<file path="src/rtl/mac_pkg.sv">
// Shared types and width derivation for the mac_pipe_param multiply-add pipeline.
package mac_pkg;

    typedef enum logic {
        MODE_MADD = 1'b0,
        MODE_ACC  = 1'b1
    } mac_mode_t;

    typedef enum logic {
        ST_IDLE  = 1'b0,
        ST_BURST = 1'b1
    } mac_state_t;

    function automatic int mac_out_w(input int data_w, input int acc_guard);
        return 2 * data_w + acc_guard;
    endfunction

endpackage

</file>
<file path="src/rtl/mac_mult_stage.sv">
// Stage 1 of mac_pipe_param: full-width product plus sideband register bank, enabled by adv1.
module mac_mult_stage
    import mac_pkg::*;
#(
    parameter int DATA_W = 8
) (
    input  logic                  clk,
    input  logic                  rst,
    input  logic                  i_en,
    input  logic                  i_valid,
    input  logic [DATA_W-1:0]     i_a,
    input  logic [DATA_W-1:0]     i_b,
    input  logic [DATA_W-1:0]     i_c,
    input  logic                  i_mode,
    input  logic                  i_last,
    output logic                  o_valid,
    output logic [2*DATA_W-1:0]   o_prod,
    output logic [DATA_W-1:0]     o_c,
    output logic                  o_mode,
    output logic                  o_last
);

    logic [2*DATA_W-1:0] w_prod;
    logic                r_valid;
    logic [2*DATA_W-1:0] r_prod;
    logic [DATA_W-1:0]   r_c;
    logic                r_mode;
    logic                r_last;

    assign w_prod = {{DATA_W{1'b0}}, i_a} * {{DATA_W{1'b0}}, i_b};

    always_ff @(posedge clk) begin
        if (rst) begin
            r_valid <= 1'b0;
            r_prod  <= '0;
            r_c     <= '0;
            r_mode  <= MODE_MADD;
            r_last  <= 1'b0;
        end else if (i_en) begin
            r_valid <= i_valid;
            r_prod  <= w_prod;
            r_c     <= i_c;
            r_mode  <= i_mode;
            r_last  <= i_last;
        end
    end

    assign o_valid = r_valid;
    assign o_prod  = r_prod;
    assign o_c     = r_c;
    assign o_mode  = r_mode;
    assign o_last  = r_last;

endmodule

</file>
<file path="src/rtl/mac_pipe_param.sv">
// Two-stage unsigned multiply-add / burst-accumulate pipeline with valid/ready flow control.
// Define MAC_SAT_EN to clamp overflowing results and accumulators to all-ones instead of wrapping.
module mac_pipe_param
    import mac_pkg::*;
#(
    parameter  int DATA_W    = 8,
    parameter  int ACC_GUARD = 4,
    localparam int OUT_W     = mac_out_w(DATA_W, ACC_GUARD)
) (
    input  logic              clk,
    input  logic              rst,
    input  logic              in_valid,
    output logic              in_ready,
    input  logic [DATA_W-1:0] a,
    input  logic [DATA_W-1:0] b,
    input  logic [DATA_W-1:0] c,
    input  logic              mode,
    input  logic              last,
    output logic              out_valid,
    input  logic              out_ready,
    output logic [OUT_W-1:0]  data_out,
    output logic              ovf
);

    logic                w_adv1;
    logic                w_adv2;
    logic                w_s1_valid;
    logic [2*DATA_W-1:0] w_s1_prod;
    logic [DATA_W-1:0]   w_s1_c;
    logic                w_s1_mode;
    logic                w_s1_last;
    logic                w_acc_path;
    logic                w_emit;
    logic [OUT_W-1:0]    w_base;
    logic [OUT_W:0]      w_sum;
    logic                w_ovf;
    logic [OUT_W-1:0]    w_res;

    logic                r_out_valid;
    logic [OUT_W-1:0]    r_data_out;
    logic                r_ovf;
    logic [OUT_W-1:0]    r_acc;
    logic                r_acc_ovf;
    mac_state_t          r_state;

    assign w_adv2   = !r_out_valid || out_ready;
    assign w_adv1   = !w_s1_valid || w_adv2;
    assign in_ready = w_adv1 && !rst;

    mac_mult_stage #(
        .DATA_W (DATA_W)
    ) u_mult (
        .clk     (clk),
        .rst     (rst),
        .i_en    (w_adv1),
        .i_valid (in_valid),
        .i_a     (a),
        .i_b     (b),
        .i_c     (c),
        .i_mode  (mode),
        .i_last  (last),
        .o_valid (w_s1_valid),
        .o_prod  (w_s1_prod),
        .o_c     (w_s1_c),
        .o_mode  (w_s1_mode),
        .o_last  (w_s1_last)
    );

    // Only an ACC beat continuing a burst adds onto the accumulator; MADD and burst-first beats use c.
    assign w_acc_path = (w_s1_mode == MODE_ACC) && (r_state == ST_BURST);
    assign w_emit     = (w_s1_mode == MODE_MADD) || w_s1_last;
    assign w_base     = w_acc_path ? r_acc : {{(OUT_W-DATA_W){1'b0}}, w_s1_c};
    assign w_sum      = {1'b0, w_base} + {{(OUT_W+1-2*DATA_W){1'b0}}, w_s1_prod};
    assign w_ovf      = w_sum[OUT_W] || (w_acc_path && r_acc_ovf);

`ifdef MAC_SAT_EN
    assign w_res = w_ovf ? '1 : w_sum[OUT_W-1:0];
`else
    assign w_res = w_sum[OUT_W-1:0];
`endif

    always_ff @(posedge clk) begin
        if (rst) begin
            r_out_valid <= 1'b0;
            r_data_out  <= '0;
            r_ovf       <= 1'b0;
            r_acc       <= '0;
            r_acc_ovf   <= 1'b0;
            r_state     <= ST_IDLE;
        end else if (w_adv2) begin
            if (w_s1_valid) begin
                if (w_s1_mode == MODE_ACC) begin
                    if (w_s1_last) begin
                        r_acc     <= '0;
                        r_acc_ovf <= 1'b0;
                        r_state   <= ST_IDLE;
                    end else begin
                        r_acc     <= w_res;
                        r_acc_ovf <= w_ovf;
                        r_state   <= ST_BURST;
                    end
                end
                r_out_valid <= w_emit;
                if (w_emit) begin
                    r_data_out <= w_res;
                    r_ovf      <= w_ovf;
                end
            end else begin
                r_out_valid <= 1'b0;
            end
        end
    end

    assign out_valid = r_out_valid;
    assign data_out  = r_data_out;
    assign ovf       = r_ovf;

endmodule
</file>
<file path="config.mk">
export PLATFORM = sky130hd
export DESIGN_NAME = mac_pipe_param
export DESIGN_NICKNAME = d
export VERILOG_FILES = /design/src/rtl/mac_pkg.sv /design/src/rtl/mac_mult_stage.sv /design/src/rtl/mac_pipe_param.sv
export SDC_FILE = /design/constraint.sdc
export NUM_CORES = 1
export LEC_CHECK = 0
export CORE_UTILIZATION = 28
export DETAILED_ROUTE_END_ITERATION = 7
export PLACE_DENSITY_LB_ADDON = 0.2
export SYNTH_ARGS = -nofsm -noshare
export SYNTH_HDL_FRONTEND = slang
export SYNTH_SLANG_ARGS = --single-unit
</file>
<file path="constraint.sdc">
create_clock -name clk -period 10.66 [get_ports clk]
set_input_delay 2.132 -clock clk [delete_from_list [all_inputs] [get_ports clk]]
set_output_delay 2.132 -clock clk [all_outputs]
set_load 0.05 [all_outputs]
</file>
* Word level (Yosys, flattened, before mapping) *
Cells that the tools add are included.

operators by class
  add/sub/neg operators = 1
  multiply operators = 1
  div/mod/pow operators = 0
  magnitude comparators = 0
  equality and inequality tests = 0
  shift operators = 0
  muxes and demuxes = 5
  bitwise logic cells = 1
  reduce and logical (&&, ||, !) cells = 12

operators by type and width
  cell                 number
  $mux W20             2
  $add A20 B16 Y21     1
  $mul A8 B8 Y16       1
  $reduce_and A3 Y1    2
  $logic_or A1 B1 Y1   4
  $logic_and A1 B1 Y1  3
  $logic_not A1 Y1     3
  $mux W1              3
  $not A1 Y1           1

word-level totals
  flip-flop bits (word level) = 71
  latch bits = 0
  bits in writable memories = 0
  bits in read-only memories = 0
  input bits = 30
  output and inout bits = 23
  word-level logic and storage cells = 31
  memories kept = 0

* Logic depth before layout (Yosys ltp) *
  depth in word-level cells = 5
  gate-level depth with buffers = 17
  gate-level depth less buffers = 17

* Modules after synthesis *
Synthesis repeated with hierarchy kept, for this count alone.

second synthesis, totals
  cell total of the unflattened synthesis = 697
  area, all modules = 5,865.6 um^2

by module, submodules not included
  module          instances  cells an instance  area an instance (um^2)  sequential area each (um^2)
  mac_mult_stage  1          330                3,006.6                  540.5
  mac_pipe_param  1          367                2,859.0                  880.8

* Worst setup path after synthesis *
No wires, ideal clock.

  kind = input port to flip-flop
  from = input b[7]
  to = register u_mult.r_prod[14], in the netlist u_mult.o_prod[14]
  library setup time = 0.058 ns
  arrival = 6.006 ns
  data required time = 10.602 ns
  setup slack = 4.597 ns
  cell stages on the path = 14
  path buffers = 0
  path through = and2_1 fa_1 fa_1 fa_1 inv_1 fa_1 inv_1 ha_1 or3_1 o21ai_0 nor2_1 a311o_1 nor4b_1 a211o_1

on the way
  longest elaborated chain between the ends = 1

RTL lines
  what                    RTL line              text
  start: declaration      mac_pipe_param.sv:15  input logic [DATA_W-1:0] b,
  $mul A8 B8 Y16          mac_mult_stage.sv:30  assign w_prod = {{DATA_W{1'b0}}, i_a} * {{DATA_W{1'b0}}, i_b};
  end signal: assignment  mac_mult_stage.sv:41  r_prod <= w_prod;
  end: declaration        mac_mult_stage.sv:25  logic [2*DATA_W-1:0] r_prod;

No other way between the ends.
A chain may end at the register's enable or synchronous reset.

* Final worst setup path *
  from = input out_ready
  to = output in_ready

on the way
  longest elaborated chain between the ends = 3

RTL lines
  what                 RTL line              text
  start: declaration   mac_pipe_param.sv:20  input logic out_ready,
  $logic_or A1 B1 Y1   mac_pipe_param.sv:46  assign w_adv2 = !r_out_valid || out_ready;
  $logic_or A1 B1 Y1   mac_pipe_param.sv:47  assign w_adv1 = !w_s1_valid || w_adv2;
  $logic_and A1 B1 Y1  mac_pipe_param.sv:48  assign in_ready = w_adv1 && !rst;
  end: declaration     mac_pipe_param.sv:13  output logic in_ready,

No other way between the ends.

==> results.txt <==
- Run status: completed
- Site row count: between 50 and 60
* Number of port buffers: between 50 and 60
- Cells after Synth: around 690
- Most frequently used flop master after synthesis: dfxtp_1
- Fraction of synthesized area in multiplexers: 0.177%
- The number of antenna violations at the first check in global routing was 0.
- Setup repair after global routing left no endpoint under its margin.
- The floorplan step set the die width to approximately 140 um.
- Cell with the largest stage delay on the worst path: clkdlybuf4s50_1
* Number of buffers inserted for hold repair after clock tree synthesis: 0
- The Yosys step of the flow raised 0 warnings.
- In this run the power density over the cells is 156 mW/mm^2.
- The layer flagged by global routing as most heavily used is met2.
- Post-synthesis to final-layout area growth: 18.7%
* Initial DRC Count: roughly 180
- The worst hold path was traced through 2 stages.
* Start point of the worst hold path: u_mult.o_c[6]
- For this configuration, the core starts out at a cell density of 28.8%.
- Shortest period the worst path allows: roughly 6.6 ns
- Async set-reset flop share out of synthesis: 0%
- The completed layout was analyzed and its total power is 1050 uW.
- The region available for standard cell placement spans 0.0197 sq mm.
* Setup slack of the most critical reg-to-reg path: 7.01 ns
- After clock tree synthesis, the repair step resized 0 gates.
- After detailed routing, the number of vias per cell comes to about 4.6.
- In this design, the stage delay of the slowest critical-path cell is about 0.8 ns.
- In the final timing run, aggregate negative setup slack is 0 ns.
- The die covers slightly above 0.02 sq mm.
* Vertical die dimension: 144 um
- The final count of pins violating max slew came to 0.
- After global routing the overflow that remains totals 0.
- The post-route netlist has roughly 3.8% of its cells at a drive strength greater than 1.
* Setup skew after layout: roughly 0.0063 ns
- GRT met3 Usage: about 2.2%
- Diode insertion count for antenna repair: 0
* Max Freq: about 0.15 GHz
- The commonest cells after synthesis are nand2_1 (111), dfxtp_1 (71), inv_1 (66).
- Unique masters post-synth: between 50 and 60
* Clock input transition at the sequential cells of the worst setup and hold paths: ~0.060 ns
* Max rail drop VDD: between 0.08 and 0.09 mV
* WHS: between 0.4 and 0.5 ns
- No sink is reached through more buffers than the 2 on the longest clock path.
- Final Setup Violations: 0
- Post-CTS timing repair inserted 0 buffers for setup.
- The layout has about 2200 filler cells.
- Final Cycle Share: between 60 and 70%
- Measured slew at the worst slew-check pin: ~1.2 ns
* Syn_nets: 812
- In the post-synthesis netlist, the biggest area contributors are dfxtp_1 (25%), fa_1 (13%), ha_1 (12%).
- Critical Path AT: about 4.5 ns
- Synth top area share: around a quarter
* Vias in the first global route: between 4000 and 5000
- Worst hold endpoint: u_mult.o_c[6]
- Among the stages of the critical path, the cell type that occurs most often is clkdlybuf4s50_1.
- Global routing consumed, on the met2 layer, about 22% of the routing resources.
- The number of hold-slack violations in the final timing report is 0.
- After Yosys synthesis, full adders, half adders and majority gates account for 24.6% of the synthesized area.
- By instance count, the leading cell after synthesis is nand2_1.
* Count of clock tree sinks: approximately 70
- Number of standard cells in the final layout excluding fillers: between 1000 and 1500
* Overall fraction of global-route tracks in use: 13.6%
- Counting flops with a built-in enable in the synthesized netlist gives 0.
- R2R depth: 13
- At the end of routability-driven placement, the weighted congestion stood at between 0.8 and 0.9.
- Number of DRC violations after detailed routing: 0
- The tightest min-delay check is of the reg2reg type.
- CP endpoint kind: output pin
- For the worst-skew pair, the clock arrives at the later sink with an insertion delay of about 0.33 ns.
- Average instance area after synthesis: just over 8 sq um
- Net total in the final layout: 853
* Final HPWL DP: slightly above 10000 um
* Via count: 4602
- Start of the worst register-to-register path: r_state
- Maximum net fanout on the critical path: 24
- Entering global routing, the biggest net connects 75 pins.
- Xor and xnor area share after synthesis: about 3.4%
- The largest total area in the synthesized netlist belongs to dfxtp_1.
- Average routed wire per standard cell: 13.4 um
- First-pass iteration count of the detailed router: 4
- During I/O placement, the number of pins put on the boundary was 53.
- For met1 alone, demand over resource in global routing was between 10% and 20%.
- Detailed-route wire length: 13400 um
* Inserted Clock Buffers: 9
* # Max-Cap Violations: 0
* Static leakage: 0.00296 uW
- Number of nets with antenna violations after routing: 0
- Critical path launch point type: input port
- Area of the mapped netlist: between 0.005 and 0.006 sq mm
* R2r endpoint: r_acc_ovf
- Data on the critical path is required at its endpoint by between 8 and 9 ns.
* Synthesized-area fraction occupied by and/or/nand/nor cells: 23.8%
* Dominant combinational cell family by area after synthesis: adder cells
* Critical Path, Cell by Cell: clkdlybuf4s50_1 > nor2b_1 > and2_1 > nor2_1 > clkdlybuf4s50_1
- Including well taps, the total number of placed cells is a little under 1000.
- Root Buffer Master: clkbuf_16
- Complex-gate fraction of the synthesized area: between 10% and 20%
* Crit. Startpoint: out_ready
- The first global-routing pass estimated 22200 um of wire.
* Setup Crit Path Kind: in2out
- TritonCTS built the clock tree.
- In this run the number of H-tree levels came out at 3.
- Summing the sequential cell areas from Yosys gives about a quarter of the chip area.
* Post-synthesis register bit count: 71
- Headroom to the max-slew limit came out at 20.5%.
worst max-delay path: cells and delay by family:
kind,cells,cell delay [ns]
AND/OR/NAND/NOR,3,1.16
buffers and inverters,2,1.21
logic make-up after synthesis:
family	after synthesis
fa+ha+maj	89
flops	71
simple gates	274
xor+xnor	22
compound gates	144
buf+inv	92
mux	1
per-layer routing:
metal | routed length, um | vias to the layer above | share of wire (%)
met5 | 0 | - | 0
met4 | 88 | 0 | 0.65
met3 | 326 | 4 | 2.4
met2 | 5920 | 64 | 44
met1 | 7110 | 2130 | 53
li1 | - | 2404 | -
stage by stage:
stage	util [%]	setup WS (ns)	area [sq um]
2_1_floorplan	-	4.60	5650
6_report	34.1	4.02	6710
4_1_cts	34.1	3.92	6710
5_1_grt	34.1	3.80	6710
3_3_place_gp	32.7	3.87	6430
3_5_place_dp	32.7	3.76	6430
where the power goes:
part | switching [uW] | total, uW | internal [uW]
logic | 256 | 457 | 201
clock network | 115 | 278 | 163
registers | 18.3 | 313 | 295
total | 389 | 1050 | 659
worst max-delay path by stage:
stage	end	cells after the start
5_1_grt	u_mult.o_prod[14]	16
3_5_place_dp	u_mult.o_prod[14]	16
4_1_cts	in_ready	5
6_report	in_ready	5
3_3_place_gp	u_mult.o_prod[14]	16
2_1_floorplan	u_mult.o_prod[14]	14
registers in the layout, summed over array words and instances, names as in the netlist, 8 cells and up:
name           cells
u_mult.o_prod     16
data_out          20
r_acc             20
u_mult.o_c         8
layout by cell type, fill, tap and decap left out, drive strengths merged, types with 3 or more instances in the layout:
cell | synthesis | routed
nand2 | 111 | 111
dfxtp | 71 | 71
inv | 66 | 66
and2 | 53 | 53
ha | 52 | 52
clkdlybuf4s50 | 0 | 51
a21oi | 50 | 50
nor2 | 44 | 44
fa | 37 | 37
o21ai | 22 | 22
xor2 | 12 | 12
and3 | 12 | 12
clkbuf | 21 | 11
nor3b | 10 | 10
xnor2 | 10 | 10
a21o | 9 | 9
o21a | 9 | 9
a211oi | 9 | 9
nor2b | 8 | 8
nand2b | 7 | 7
nor3 | 7 | 7
o211ai | 7 | 7
nand3b | 5 | 5
o21bai | 5 | 5
a22oi | 5 | 5
a31oi | 5 | 5
buf | 5 | 5
or3 | 4 | 4
a211o | 4 | 4
a22o | 4 | 4
nand3 | 3 | 3
nor4 | 3 | 3
a21boi | 3 | 3
clkinv | 0 | 3
cell type report:
cell class,instances,area (sq um),area share (%)
repair buffers,56,546,8.13
clock inverters,5,33.8,0.504
inverters,66,248,3.69
clock buffers,11,243,3.62
well taps,265,332,4.94
multi-input cells,530,3890,57.9
flip-flops and latches,71,1420,21.2
(Power assumes the default switching activity.)
